==> src/rtl/ili9341_window_seq.sv <==
// ILI9341 8-bit write-bus sequencer: CASET/PASET/RAMWR header, then RGB565 pixels MSB first.
// Optional solid-fill source enabled by defining ILI9341_WINDOW_FILL_EN (adds fill/fill_color).
module ili9341_window_seq #(
  parameter int WR_HALF    = 1,
  parameter int MAX_PIXELS = 76800
) (
  input  logic        clk,
  input  logic        reset,
  input  logic        start,
  input  logic [8:0]  x0,
  input  logic [8:0]  x1,
  input  logic [8:0]  y0,
  input  logic [8:0]  y1,
  output logic        busy,
  output logic        done,
  output logic        err,
  input  logic        pix_valid,
  input  logic [15:0] pix_data,
  output logic        pix_ready,
  output logic        cmd_data,
  output logic        write_edge,
`ifdef ILI9341_WINDOW_FILL_EN
  input  logic        fill,
  input  logic [15:0] fill_color,
`endif
  output logic [7:0]  dout
);
  typedef enum logic [2:0] {S_IDLE, S_HDR, S_FETCH, S_PIX_HI, S_PIX_LO, S_FIN} state_t;

  state_t      state_q, state_d;
  logic        ph_q, ph_d;
  logic [3:0]  tmr_q, tmr_d, idx_q, idx_d;
  logic [16:0] cnt_q, cnt_d;
  logic [15:0] pix_q, pix_d;
  logic [8:0]  x0_q, x0_d, x1_q, x1_d, y0_q, y0_d, y1_q, y1_d;
  logic        rej_q, rej_d, cd_q, cd_d;
  logic [7:0]  dout_q, dout_d;

  logic        bad, in_cell, cell_end, use_fill;
  logic [9:0]  cols, rows;
  logic [19:0] area;
  logic [16:0] cnt_load;
  logic [8:0]  hdr_b, cur_b;
  logic [15:0] fill_px;

`ifdef ILI9341_WINDOW_FILL_EN
  logic        fill_q;
  logic [15:0] fcol_q;
  always_ff @(posedge clk) begin
    if (reset) begin
      fill_q <= 1'b0;
      fcol_q <= '0;
    end else if (state_q == S_IDLE && start) begin
      fill_q <= fill;
      fcol_q <= fill_color;
    end
  end
  assign use_fill = fill_q;
  assign fill_px  = fcol_q;
`else
  assign use_fill = 1'b0;
  assign fill_px  = '0;
`endif

  // Window validation and pixel count, evaluated on the live inputs at start
  always_comb begin
    bad      = (x1 < x0) || (y1 < y0) || (x1 > 9'd319) || (y1 > 9'd319);
    cols     = {1'b0, x1} - {1'b0, x0} + 10'd1;
    rows     = {1'b0, y1} - {1'b0, y0} + 10'd1;
    area     = 20'(cols) * 20'(rows);
    cnt_load = (area > 20'(MAX_PIXELS)) ? 17'(MAX_PIXELS) : area[16:0];
  end

  // Header byte table: {cmd_data, byte}
  always_comb begin
    hdr_b = {1'b0, 8'h2C};
    case (idx_q)
      4'd0:    hdr_b = {1'b0, 8'h2A};
      4'd1:    hdr_b = {1'b1, 7'd0, x0_q[8]};
      4'd2:    hdr_b = {1'b1, x0_q[7:0]};
      4'd3:    hdr_b = {1'b1, 7'd0, x1_q[8]};
      4'd4:    hdr_b = {1'b1, x1_q[7:0]};
      4'd5:    hdr_b = {1'b0, 8'h2B};
      4'd6:    hdr_b = {1'b1, 7'd0, y0_q[8]};
      4'd7:    hdr_b = {1'b1, y0_q[7:0]};
      4'd8:    hdr_b = {1'b1, 7'd0, y1_q[8]};
      4'd9:    hdr_b = {1'b1, y1_q[7:0]};
      default: hdr_b = {1'b0, 8'h2C};
    endcase
  end

  always_comb begin
    state_d = state_q; ph_d = ph_q; tmr_d = tmr_q; idx_d = idx_q;
    cnt_d = cnt_q; pix_d = pix_q; rej_d = rej_q;
    x0_d = x0_q; x1_d = x1_q; y0_d = y0_q; y1_d = y1_q;

    in_cell  = (state_q == S_HDR) || (state_q == S_PIX_HI) || (state_q == S_PIX_LO);
    cell_end = in_cell && ph_q && (tmr_q == 4'(WR_HALF - 1));

    // Outside a byte cell the bus keeps its last byte, so stalls cause no activity
    case (state_q)
      S_HDR:    cur_b = hdr_b;
      S_PIX_HI: cur_b = {1'b1, pix_q[15:8]};
      S_PIX_LO: cur_b = {1'b1, pix_q[7:0]};
      default:  cur_b = {cd_q, dout_q};
    endcase
    cd_d       = cur_b[8];
    dout_d     = cur_b[7:0];
    cmd_data   = cur_b[8];
    dout       = cur_b[7:0];
    write_edge = in_cell && ph_q;
    busy       = in_cell || (state_q == S_FETCH);
    done       = (state_q == S_FIN);
    err        = (state_q == S_FIN) && rej_q;
    pix_ready  = (state_q == S_FETCH) && !use_fill;

    if (in_cell) begin
      if (tmr_q == 4'(WR_HALF - 1)) begin
        tmr_d = 4'd0;
        ph_d  = ~ph_q;
      end else begin
        tmr_d = tmr_q + 4'd1;
      end
    end

    case (state_q)
      S_IDLE: if (start) begin
        x0_d = x0; x1_d = x1; y0_d = y0; y1_d = y1;
        rej_d = bad;
        cnt_d = cnt_load;
        idx_d = 4'd0; ph_d = 1'b0; tmr_d = 4'd0;
        state_d = bad ? S_FIN : S_HDR;
      end
      S_HDR: if (cell_end) begin
        if (idx_q == 4'd10) state_d = S_FETCH;
        else                idx_d   = idx_q + 4'd1;
      end
      S_FETCH: if (use_fill || pix_valid) begin
        pix_d   = use_fill ? fill_px : pix_data;
        cnt_d   = cnt_q - 17'd1;
        state_d = S_PIX_HI;
      end
      S_PIX_HI: if (cell_end) state_d = S_PIX_LO;
      S_PIX_LO: if (cell_end) state_d = (cnt_q == 17'd0) ? S_FIN : S_FETCH;
      S_FIN: begin
        rej_d   = 1'b0;
        state_d = S_IDLE;
      end
      default: state_d = S_IDLE;
    endcase
  end

  always_ff @(posedge clk) begin
    if (reset) begin
      state_q <= S_IDLE; ph_q <= 1'b0; tmr_q <= '0; idx_q <= '0;
      cnt_q <= '0; pix_q <= '0; rej_q <= 1'b0; cd_q <= 1'b0; dout_q <= '0;
      x0_q <= '0; x1_q <= '0; y0_q <= '0; y1_q <= '0;
    end else begin
      state_q <= state_d; ph_q <= ph_d; tmr_q <= tmr_d; idx_q <= idx_d;
      cnt_q <= cnt_d; pix_q <= pix_d; rej_q <= rej_d; cd_q <= cd_d; dout_q <= dout_d;
      x0_q <= x0_d; x1_q <= x1_d; y0_q <= y0_d; y1_q <= y1_d;
    end
  end
endmodule

==> config.mk <==
export PLATFORM = sky130hd
export DESIGN_NAME = ili9341_window_seq
export DESIGN_NICKNAME = d
export VERILOG_FILES = /design/src/rtl/ili9341_window_seq.sv
export SDC_FILE = /design/constraint.sdc
export NUM_CORES = 1
export LEC_CHECK = 0
export CORE_MARGIN = 2
export CORE_UTILIZATION = 39
export DETAILED_ROUTE_END_ITERATION = 6
export SLEW_MARGIN = 20
export SYNTH_ARGS = -nofsm -noshare
export SYNTH_HDL_FRONTEND = slang
export SYNTH_SLANG_ARGS = --single-unit
==> constraint.sdc <==
create_clock -name clk -period 10.7 [get_ports clk]
set_clock_uncertainty 0.05 [all_clocks]
set_input_delay 2.14 -clock clk [delete_from_list [all_inputs] [get_ports clk]]
set_output_delay 2.14 -clock clk [all_outputs]
set_load 0.02 [all_outputs]
==> reports/results.txt <==
fmax: 0.101 GHz
total clock sinks: 91
Final #Nets: 1,431
die width: 157 microns
Hold-fix buffers, CTS: 0
initial antenna violation count: 0
full die area: 24,500 sq um
syn_nets: 1,384
Core Rows: 55
port buffer count: 69
gr usage total: 0.209
drt first pass iters: 4
Final Cycle Share: 0.922
CP Data Arrival Time: 10.08 ns
Initial Util: 0.399
crit path time final: 9.86 ns
Resize count post-CTS: 0
clock latency on the worst-skew pair: 0.36 ns
Worst Tran Pin Value: 0.984 ns
RSZ-0062 raised after global routing: false
Async SR Flop Fraction: 0
CP endpoint kind: flip-flop
Clock transition at path regs: 0.07 ns
routed length per instance: 16.4 microns
DR vias/cell: 5.26
clock root buffer: clkbuf_16
WL final: 24.9 mm
Core Area: 22,800 sq um
hpwl dp: 19.7 mm
drt drc: 0
Placed Area: 10,100 sq um
Synth area leader: dfxtp_1
Final Core Density: 0.455
sum of buffers and inverters on the critical path: 8
CP max-delay cell: fa_1
Synth-to-Final Area Change: 14.1%
outcome: completed
met3 usage: 0.0349
Hold Crit Class: flip-flop to flip-flop
n_diodes: 0
peak per-stage delay on the critical path: 0.56 ns
Synth Cell Area: 9090 sq um
yosys warns: 0
cell family with most CP delay: adder cells
synth top area cells: dfxtp_1 (20%), fa_1 (15%), ha_1 (14%)
synth unique cells: 69
synth cell count leaders: nand2_1 (183), inv_1 (130), a21oi_1 (126), ha_1 (100), dfxtp_1 (91)
Fillers: 2,301
crit path kind: primary input to flip-flop
Boundary Pins: 70
DR iter-0 viols: 519
post-synth top area share: 0.200
post-route ant nets: 0
startpoint types: primary input
Final Hold Vio Count: 0
final slew viol count: 0
max-cap viol count: 0
total CTS buffers: 9
pin count of the biggest net entering global routing: 76
Seq/Total Area, Yosys: 0.200
CP most frequent cell: inv_1
flop2flop setup slack: 7.23 ns
register bit total from synthesis: 91
critical path peak fanout: 11
maximum clock insertion buffer count: 2
Top FF cell, synth: dfxtp_1
dpl cells: 1,507
final instance area: 10,400 sq um
Rel. slew slack: 0.339
grt ovf: 0
first-pass GRT wire length: 40.8 mm
Critical Path RT: 10.92 ns
via count: 7,994
final setup fails: 0
most frequent cell after synthesis: nand2_1
post-route insts no fill: 1,521
cells after synthesis: 1,158
H-tree lvl count: 3
met1 Usage GRT: 0.307
layout cells sized above 1: 0.0364
met2 Use GR: 0.325
Sum Neg Setup Slack: 0 ns
grt peak-use layer: met2
Die Ht: 157 microns
global placer's final weighted congestion: 0.854
Post-synth EDFFs: 0
CTS tree: built
Post-CTS Setup Repair Bufs: 0
syn_area_per_cell: 7.85 sq um
vias in the first global route: 7,780
[worst paths after layout]
check	start	end	depth (start not counted)
max	y0[1]	cnt_q[7]$_SDFFE_PP0P_	33
min	y1_q[2]$_SDFFE_PP0P_	y1_q[2]$_SDFFE_PP0P_	2
max reg2reg	state_q[0]$_SDFFE_PP0P_	cnt_q[7]$_SDFFE_PP0P_	8
min reg2reg	y1_q[2]$_SDFFE_PP0P_	y1_q[2]$_SDFFE_PP0P_	2
[flip-flops by register name (all words and copies together) (netlist names)]
signal   count
rej_q        1
dout_q       8
cd_q         1
y0_q         9
cnt_q       17
ph_q         1
x1_q         9
idx_q        4
state_q      3
pix_q       16
x0_q         9
tmr_q        4
y1_q         9
[metrics by stage]
| step | setup WS, ns | hold WS (ns) |
|---|---|---|
| 2_1_floorplan | 1.48 | 0.382 |
| 3_3_place_gp | 0.597 | 0.389 |
| 3_5_place_dp | 0.519 | 0.396 |
| 4_1_cts | 0.839 | 0.405 |
| 5_1_grt | 0.316 | 0.423 |
| 6_report | 0.835 | 0.404 |
[per-layer routing]
layer | vias to the layer above | wire length, microns
met1 | 3801 | 12300
met4 | 0 | 293
met2 | 206 | 11100
met5 | - | 0
li1 | 3968 | -
met3 | 19 | 1180
[cell families (layout without fill, tap and decap cells)]
| logic type | after synthesis | count (layout) | share of synthesized area |
|---|---|---|---|
| and+or+nand+nor | 385 | 385 | 0.193 |
| AOI/OAI and AO/OA | 280 | 280 | 0.187 |
| buffers and inverters | 178 | 228 | 0.0749 |
| adders and majority gates | 170 | 170 | 0.292 |
| DFF | 91 | 91 | 0.200 |
| xor gates and xnor gates | 51 | 51 | 0.0491 |
| muxes | 3 | 3 | 0.00344 |
[layout by cell type (no fill, tap or decap), types with 3 or more instances in the layout]
cell             synthesis  layout
inv_1                  130     130
dfxtp_1                 91      91
a21oi_1                126     126
a211oi_1                13      13
fa_1                    70      70
ha_1                   100     100
o21ai_0                 41      41
nand4_1                  3       3
nand3_1                 14      14
o21bai_1                 9       9
buf_4                    1      14
o21ai_1                  4       4
o211ai_1                 7       7
nor3_1                  17      17
clkdlybuf4s50_1          0      68
o2bb2ai_1                3       3
xor2_1                  22      22
clkbuf_16                0       9
nor2b_1                  8       8
a21o_1                   9       9
xnor2_1                 29      29
o22a_1                   3       3
and2_1                  28      28
nand2b_1                16      16
o22ai_1                  7       7
o221ai_1                 3       3
and3_1                   6       6
nand2_1                183     183
nor3_2                   3       3
o21a_1                   5       5
nor2_1                  86      86
a22oi_1                  5       5
or4_1                    4       4
a31oi_1                 21      21
or3_1                    4       4
nand3b_1                 3       3
[area by class of cell]
class,count,area [sq um],area share
clock buffer,10,239,0.0230
clock inverter,4,52.6,0.00507
inverter,131,492,0.0474
multi-input combinational,889,6590,0.635
sequential,91,1820,0.176
tap,313,392,0.0378
timing repair buffer,83,791,0.0762
[tightest hold or removal path, delay by kind of cell, from the launching register on]
| family | cells | cell delay (ns) |
|---|---|---|
| AOI/OAI and AO/OA | 1 | 0.05 |
| and+or+nand+nor | 1 | 0.05 |
| DFF | 1 | 0.31 |
Power is not shown: default switching activity piles up to over one toggle a cycle in this logic, so the estimate is an artifact.
